<file path="src/rtl/multiplier_arbiter.sv">
// Round-robin arbiter sharing one 4x4 unsigned multiplier between NUM_REQ requesters.
// Optional macro MULTIPLIER_ARBITER_ZERO_BYPASS_EN: zero operands skip CALC (latency 1).
module multiplier_arbiter #(
    parameter int NUM_REQ = 4,
    parameter int ID_W    = $clog2(NUM_REQ)
) (
    input  logic                   Clk,
    input  logic                   Reset,
    input  logic [NUM_REQ-1:0]     Req_Valid_In,
    input  logic [4*NUM_REQ-1:0]   Req_A_In,
    input  logic [4*NUM_REQ-1:0]   Req_B_In,
    output logic [NUM_REQ-1:0]     Req_Ready_Out,
    output logic                   Result_Valid_Out,
    output logic [7:0]             Result_Data_Out,
    output logic [ID_W-1:0]        Result_Id_Out,
    input  logic                   Result_Ready_In,
    output logic                   Busy_Out
);

    typedef enum logic [1:0] {
        S_IDLE   = 2'd0,
        S_CALC   = 2'd1,
        S_RESULT = 2'd2
    } state_t;

    state_t                r_state;
    logic [ID_W-1:0]       r_rr_ptr;
    logic [ID_W-1:0]       r_id;
    logic [3:0]            r_a;
    logic [3:0]            r_b;
    logic [7:0]            r_data;
    logic                  r_valid;
    logic                  r_busy;

    logic                  w_grant_any;
    logic [ID_W-1:0]       w_grant_idx;
    logic [3:0]            w_sel_a;
    logic [3:0]            w_sel_b;
    logic [7:0]            w_product;
    logic [ID_W-1:0]       w_next_ptr;

    // Scan from the round-robin pointer upward, wrapping, for the first valid requester.
    always_comb begin
        logic [ID_W-1:0] v_idx;
        w_grant_any = 1'b0;
        w_grant_idx = '0;
        v_idx       = r_rr_ptr;
        for (int k = 0; k < NUM_REQ; k++) begin
            if (!w_grant_any && Req_Valid_In[v_idx]) begin
                w_grant_any = 1'b1;
                w_grant_idx = v_idx;
            end else begin
                w_grant_any = w_grant_any;
            end
            if (v_idx == ID_W'(NUM_REQ - 1)) begin
                v_idx = '0;
            end else begin
                v_idx = v_idx + ID_W'(1);
            end
        end
    end

    // Grant is offered only while idle and out of reset; at most one bit set.
    always_comb begin
        if ((r_state == S_IDLE) && !Reset && w_grant_any) begin
            Req_Ready_Out = {{(NUM_REQ-1){1'b0}}, 1'b1} << w_grant_idx;
        end else begin
            Req_Ready_Out = '0;
        end
    end

    assign w_sel_a    = Req_A_In[{w_grant_idx, 2'b00} +: 4];
    assign w_sel_b    = Req_B_In[{w_grant_idx, 2'b00} +: 4];
    assign w_product  = {4'b0000, r_a} * {4'b0000, r_b};
    assign w_next_ptr = (r_id == ID_W'(NUM_REQ - 1)) ? '0 : (r_id + ID_W'(1));

    // Transaction sequencer: capture on grant, multiply, hold product until accepted.
    always_ff @(posedge Clk or posedge Reset) begin
        if (Reset) begin
            r_state  <= S_IDLE;
            r_rr_ptr <= '0;
            r_id     <= '0;
            r_a      <= 4'd0;
            r_b      <= 4'd0;
            r_data   <= 8'd0;
            r_valid  <= 1'b0;
            r_busy   <= 1'b0;
        end else begin
            case (r_state)
                S_IDLE: begin
                    if (w_grant_any) begin
                        r_a    <= w_sel_a;
                        r_b    <= w_sel_b;
                        r_id   <= w_grant_idx;
                        r_busy <= 1'b1;
`ifdef MULTIPLIER_ARBITER_ZERO_BYPASS_EN
                        if ((w_sel_a == 4'd0) || (w_sel_b == 4'd0)) begin
                            r_data  <= 8'd0;
                            r_valid <= 1'b1;
                            r_state <= S_RESULT;
                        end else begin
                            r_state <= S_CALC;
                        end
`else
                        r_state <= S_CALC;
`endif
                    end else begin
                        r_state <= S_IDLE;
                    end
                end
                S_CALC: begin
                    r_data  <= w_product;
                    r_valid <= 1'b1;
                    r_state <= S_RESULT;
                end
                S_RESULT: begin
                    // Pointer advances only when the consumer takes the product.
                    if (Result_Ready_In) begin
                        r_valid  <= 1'b0;
                        r_busy   <= 1'b0;
                        r_rr_ptr <= w_next_ptr;
                        r_state  <= S_IDLE;
                    end else begin
                        r_state  <= S_RESULT;
                    end
                end
                default: begin
                    r_valid <= 1'b0;
                    r_busy  <= 1'b0;
                    r_state <= S_IDLE;
                end
            endcase
        end
    end

    assign Result_Valid_Out = r_valid;
    assign Result_Data_Out  = r_data;
    assign Result_Id_Out    = r_id;
    assign Busy_Out         = r_busy;

endmodule

</file>
<file path="config.mk">
export PLATFORM = sky130hd
export DESIGN_NAME = multiplier_arbiter
export DESIGN_NICKNAME = d
export VERILOG_FILES = /design/src/rtl/multiplier_arbiter.sv
export SDC_FILE = /design/constraint.sdc
export NUM_CORES = 1
export LEC_CHECK = 0
export ABC_AREA = 1
export BUFFER_PORTS_ARGS = -buffer_cell sky130_fd_sc_hd__buf_2
export CAP_MARGIN = 30
export CELL_PAD_IN_SITES_DETAIL_PLACEMENT = 1
export CELL_PAD_IN_SITES_GLOBAL_PLACEMENT = 1
export CORE_MARGIN = 3
export CORE_UTILIZATION = 35
export DETAILED_ROUTE_END_ITERATION = 6
export PLACE_DENSITY_LB_ADDON = 0.1
export SYNTH_ARGS = -nofsm -noshare
export SYNTH_HDL_FRONTEND = slang
export SYNTH_SLANG_ARGS = --single-unit
export TNS_END_PERCENT = 10
</file>
<file path="constraint.sdc">
create_clock -name Clk -period 3.35 [get_ports Clk]
set_clock_uncertainty 0.05 [all_clocks]
set_input_delay 0.335 -clock Clk [delete_from_list [all_inputs] [get_ports Clk]]
set_output_delay 0.335 -clock Clk [all_outputs]
set_load 0.05 [all_outputs]
</file>
==> qor.csv, run 1 <==
stage,metric,value,unit
worst_setup_path,end_kind,output pin,
grt,grt_max_degree,26,
layout,num_antenna_cells,0,
layout,drive_gt1_share,23.8,%
grt,grt_pass1_vias,2027,
timing,setup_viol,0,
clock_tree,cts_root_buf,clkbuf_8,
layout,nNetsFinal,415,
worst_setup_path,r2r_end,Result_Data_Out[7],
timing,maxSlewViolCount,0,
timing,finalCritPeriodShare,92.5,%
die,start_util,36.6,%
worst_setup_path,reg2reg_from,r_a[0],
yosys,ys_ff_latch,24,
yosys,synthCells,299,
yosys,synth_top_family_by_area,simple AND/OR/NAND/NOR gates,
route,finalWirelength,5290,um
flow_run,cap_viol_max_count,0,
timing,worstMarginPinSlew,0.389,ns
layout,areaGrowthSynthToFinish,22.4,%
yosys,synthAdderAreaFrac,12.6,%
layout,final_common_cell,nand2_1,
die,die_area,6740,um2
layout,postLayoutCoreUtil,44.8,%
placed_design,gp_congestion,0.781,
clock_tree,cts_sinks,24,
grt,grt_pass1_wl,9070,um
placed_design,numPortBuffers,54,
route,wl_per_cell,12.3,um
die,boundaryPins,55,
route,first_iter_violations,35,
worst_setup_path,cp_max_fo,6,
worst_setup_path,ff2ff_setup_slack,0.34,ns
clock_tree,cts_tree,done,
worst_setup_path,required,2.96,ns
yosys,synth_seq_area_share,29.6,%
yosys,syn-num-nets,356,
grt,grt_overflow,0,
clock_tree,clock_latency,0.27,ns
run_status,outcome,completed,
yosys,yosysWarnings,0,
worst_setup_path,cp_data_arrival_time,2.71,ns
clock_tree,htree_levels,1,
yosys,synth_xor_area_share,1.30,%
yosys,synth-compound-area-share,4.94,%
worst_setup_path,startpoint_type,flop,
timing,hold_ws,0.0495,ns
route,drt_first_pass_iters,4,
timing,finalHoldViolations,0,
grt,grt_use_total,17.0,%
worst_setup_path,worstSetupPathType,reg2out,
die,die_h,82.1,um
die,design.core.area,5540,um2
yosys,syn_area,2030,um2
clock_tree,cts_made_buffers,3,
min_path,hold_path_class,in2async,
yosys,syn_avg_cell_area,6.77,um2
timing,fin_crit,3.10,ns
placed_design,hpwl,4340,um
die,fp.dieW,82.1,um
timing,fmaxAchievable,323,MHz
route,ant_nets,0,
die,row_count,27,
route,via_per_inst,4.72,
route,vias,2026,
worst_setup_path,worstRegToRegCells,14,
yosys,synth_cell_type_count,27,
clock_tree,clk_pin_slew,0.09,ns
yosys,yosys.area_share.simple,42.7,%
route,post-route-drc-count,0,
clock_tree,cts_buffer_depth,2,
grt,antenna_found_initial,0,
timing,slew_headroom,74.0,%
layout,most-common-layout-cells,"nand2_1, buf_2, inv_1",
yosys,muxShareOfSynthArea,0,%
-- critical path, cell delays in order, from the launching register on --
cell	delay [ns]
dfrtp_1	0.45
ha_1	0.25
nor2_2	0.21
nand2_1	0.12
nand3_2	0.11
nand2_2	0.09
nor2_8	0.14
nand2_1	0.14
o211ai_4	0.30
clkinvlp_4	0.17
nor3_1	0.17
buf_2	0.30
-- logic make-up after synthesis --
kind of cell,after synthesis
XOR/XNOR,3
adder cells (fa/ha/maj),18
flip-flops,24
AO/OA/AOI/OAI,17
buffers and inverters,44
AND/OR/NAND/NOR,193
-- metrics by stage --
stage | std cells | setup TNS, ns | instance area, um2 | worst slack (ns)
finish | 429 | 0 | 2480 | 0.251
global route | 429 | -0.0169 | 2480 | -0.0169
CTS | 426 | 0 | 2450 | 0.0553
detailed placement | 422 | 0 | 2370 | 0.282
global placement | 422 | 0 | 2370 | 0.423
floorplan | 299 | 0 | 2030 | 0.164
-- repair_timing --
action,CTS,global route
setup endpoints to repair,2,2
pin swaps,0,1
buffers inserted,0,3
resized for setup,1,1
hold buffers,0,0
-- metal layers --
metal | vias up | GRT usage [%] | part of all wire [%]
li1 | 1053 | - | -
met1 | 929 | 20.9 | 45
met2 | 40 | 30.9 | 50
met3 | 4 | 2.19 | 4.5
met4 | 0 | 4.49 | 0.83
met5 | - | 0 | 0
-- state kept, by name (all words and copies together), names as in the netlist --
name and count:
Busy_Out 1, Result_Data_Out 8, Result_Id_Out 2, Result_Valid_Out 1
r_a 4, r_b 4, r_rr_ptr 2, r_state 2
-- final cells by class --
class | instances | area [um2]
sequential | 24 | 601
fill | 768 | 3060
multi-input combinational | 231 | 1260
inverter | 38 | 146
clock inverter | 1 | 30.0
clock buffer | 3 | 41.3
tap | 72 | 90.1
timing repair buffer | 60 | 315
-- how the worst max path moves through the flow --
stage	startpoint	to	slack, ns
2_1_floorplan	r_rr_ptr[0]	Req_Ready_Out[0]	0.16
3_3_place_gp	r_rr_ptr[0]	Req_Ready_Out[2]	0.42
3_5_place_dp	r_rr_ptr[0]	Req_Ready_Out[2]	0.28
4_1_cts	r_rr_ptr[0]	Req_Ready_Out[2]	0.06
5_1_grt	r_rr_ptr[0]	Req_Ready_Out[2]	-0.02
6_report	r_rr_ptr[0]	Req_Ready_Out[2]	0.25
-- synth_stat cells --
master | count | area share (%)
a21oi_1 | 3 | 0.74
a31oi_1 | 1 | 0.31
buf_2 | 4 | 0.99
buf_6 | 1 | 0.56
clkbuf_1 | 1 | 0.19
dfrtp_1 | 24 | 30
fa_1 | 4 | 4.0
ha_1 | 14 | 8.6
inv_1 | 31 | 5.7
inv_2 | 7 | 1.3
nand2_1 | 143 | 26
nand2_2 | 2 | 0.62
nand2_4 | 1 | 0.56
nand3_1 | 16 | 4.0
nand3_2 | 3 | 1.5
nand3_4 | 2 | 1.7
nand4_1 | 8 | 2.5
nand4_4 | 1 | 1.1
nor2_1 | 10 | 1.9
nor2_2 | 1 | 0.31
nor2_8 | 1 | 0.99
nor3_1 | 5 | 1.2
o211ai_2 | 1 | 0.62
o21a_1 | 1 | 0.37
o21ai_0 | 10 | 2.5
o21ai_2 | 1 | 0.43
xor2_1 | 3 | 1.3
Power of run 1 is not shown: default switching activity piles up to over one toggle a cycle in this logic, so the estimate is an artifact.
==> run 2, diff against run 1 <==
SETUP_SLACK_MARGIN = 0.5   (was not set)
==> run 2 against run 1 <==
Via count grew 5.5%. Highest routed layer unchanged. Worst setup slack gained 0.28 ns. Non-clock buffer count grew 16. Global-route usage grew 0.89 points. Fmax grew 9.9%. Critical path depth shrank 1. Design area grew 10%. Critical endpoint is now Result_Data_Out[6]. Die area is the same.
==> qor.csv, run 2 (same netlist as run 1, synthesis figures left out) <==
stage,metric,value,unit
layout,drive_gt1_share,31.9,%
clock_tree,cts_hold_buffers,0,
route,dr_wl_met3,236,um
die,fp.dieW,82.1,um
route,wl_per_cell,13.2,um
route,top_layer,met4,
layout,fin_area,2740,um2
layout,num_antenna_cells,0,
grt,grt_overflow,0,
route,first_iter_violations,46,
grt,grt_max_degree,26,
grt,grt_use_total,17.9,%
timing,fmaxAchievable,355,MHz
route,post-route-drc-count,0,
worst_setup_path,reg2reg_from,r_b[1],
layout,nNetsFinal,431,
timing,rsz0062_at_grt,true,
grt,grt_pass1_wl,9520,um
worst_setup_path,startpoint_type,flop,
placed_design,gp_congestion,0.781,
worst_setup_path,end_kind,flop,
timing,fin_crit,2.82,ns
timing,tns,0,ns
clock_tree,cts_sinks,24,
route,via_per_inst,4.80,
grt,grt_pass1_vias,2122,
grt,antenna_found_initial,0,
die,boundaryPins,55,
placed_design,hpwl,4340,um
placed_design,pre_cts_ws,0.282,ns
clock_tree,clk_pin_slew,0.09,ns
worst_setup_path,required,3.45,ns
die,die_h,82.1,um
timing,maxSlewViolCount,0,
layout,largest_reg_flops,8,
worst_setup_path,r2r_end,Result_Data_Out[6],
placed_design,numPortBuffers,54,
layout,most-common-layout-cells,"nand2_1, buf_2, inv_1",
timing,finalCritPeriodShare,84.2,%
clock_tree,cts_tree,done,
layout,areaGrowthSynthToFinish,35.1,%
flow_run,cap_viol_max_count,0,
placed_design,postPlaceCellArea,2370,um2
timing,setup_viol,0,
run_status,outcome,completed,
route,wl_met2,3080,um
clock_tree,cts_root_buf,clkbuf_8,
layout,fillers,743,
die,row_count,27,
clock_tree,htree_levels,1,
clock_tree,cts_made_buffers,3,
worst_setup_path,cp_max_fo,4,
route,ant_nets,0,
die,die_area,6740,um2
worst_setup_path,worstRegToRegCells,10,
route,vias,2137,
timing,slew_headroom,74.3,%
layout,seq_area,602,um2
worst_setup_path,ff2ff_setup_slack,0.53,ns
worst_setup_path,cp_data_arrival_time,2.92,ns
route,met1Wirelength,2500,um
route,finalWirelength,5850,um
route,drt_first_pass_iters,4,
clock_tree,clock_latency,0.27,ns
layout,final_common_cell,nand2_1,
timing,worst_slack,0.530,ns
timing,worstMarginPinSlew,0.384,ns
timing,finalHoldViolations,0,
die,start_util,36.6,%
die,design.core.area,5540,um2
clock_tree,cts_buffer_depth,2,
worst_setup_path,worstSetupPathType,reg2reg,
min_path,hold_path_class,in2async,
layout,multi_input_area,1370,um2
-- run 2: cell types whose count changed in the layout (fill, tap and decap cells not counted), moves of 4 or more --
cell     delta
nor3_1      -4
nor3_2      +4
buf_4      +18
nand2_2     +5
nand2_1     -5
buf_2       -4
ha_4        +4
ha_1        -4
-- run 2: worst max-delay path, stage by stage, from the launching register on --
cell     delay [ns]
dfrtp_1        0.42
nand2_1        0.10
fa_1           0.48
inv_1          0.05
fa_2           0.47
buf_4          0.16
fa_1           0.46
nand3_1        0.11
nand2_1        0.07
xor2_1         0.21
o21ai_0        0.10
-- run 2: through the flow --
step	cells	hold WS [ns]	utilization [%]
after floorplan	299	0.308	-
after global placement	422	0.354	42.8
after detailed placement	422	0.363	42.8
after CTS	439	0.0572	47.2
after global routing	445	0.0894	49.4
final	445	0.0513	49.4
-- run 2: repair_timing --
action | 4_1_cts | 5_1_grt
gates resized for setup | 13 | 16
pin swaps | 3 | 8
endpoints found under the setup margin | 5 | 5
buffers inserted | 13 | 6
endpoints found under the hold margin | 0 | 0
-- run 2: how the worst max path moves through the flow --
| stage | from | end | slack, ns | depth (start not counted) |
|---|---|---|---|---|
| after floorplan | r_rr_ptr[0] | Req_Ready_Out[0] | 0.16 | 10 |
| after global placement | r_rr_ptr[0] | Req_Ready_Out[2] | 0.42 | 11 |
| after detailed placement | r_rr_ptr[0] | Req_Ready_Out[2] | 0.28 | 11 |
| after CTS | r_rr_ptr[0] | Req_Ready_Out[3] | 0.49 | 10 |
| after global routing | r_b[3] | Result_Data_Out[6] | 0.41 | 10 |
| final | r_b[1] | Result_Data_Out[6] | 0.53 | 10 |
-- run 2: routing by layer --
| layer | vias to the layer above | track usage, % |
|---|---|---|
| li1 | 1081 | - |
| met1 | 1014 | 22.1 |
| met2 | 38 | 32.6 |
| met3 | 4 | 2.19 |
| met4 | 0 | 4.49 |
| met5 | - | 0 |
-- run 2: area by class of cell --
| cell class | instances | share of cell area (%) |
|---|---|---|
| well taps | 72 | 3.29 |
| repair buffers | 76 | 16.9 |
| flip-flops and latches | 24 | 22.0 |
| inverters | 38 | 5.35 |
| clock inverters | 1 | 1.10 |
| multi-input cells | 231 | 49.9 |
| clock buffers | 3 | 1.51 |
Power of run 2 is left out for the same reason.
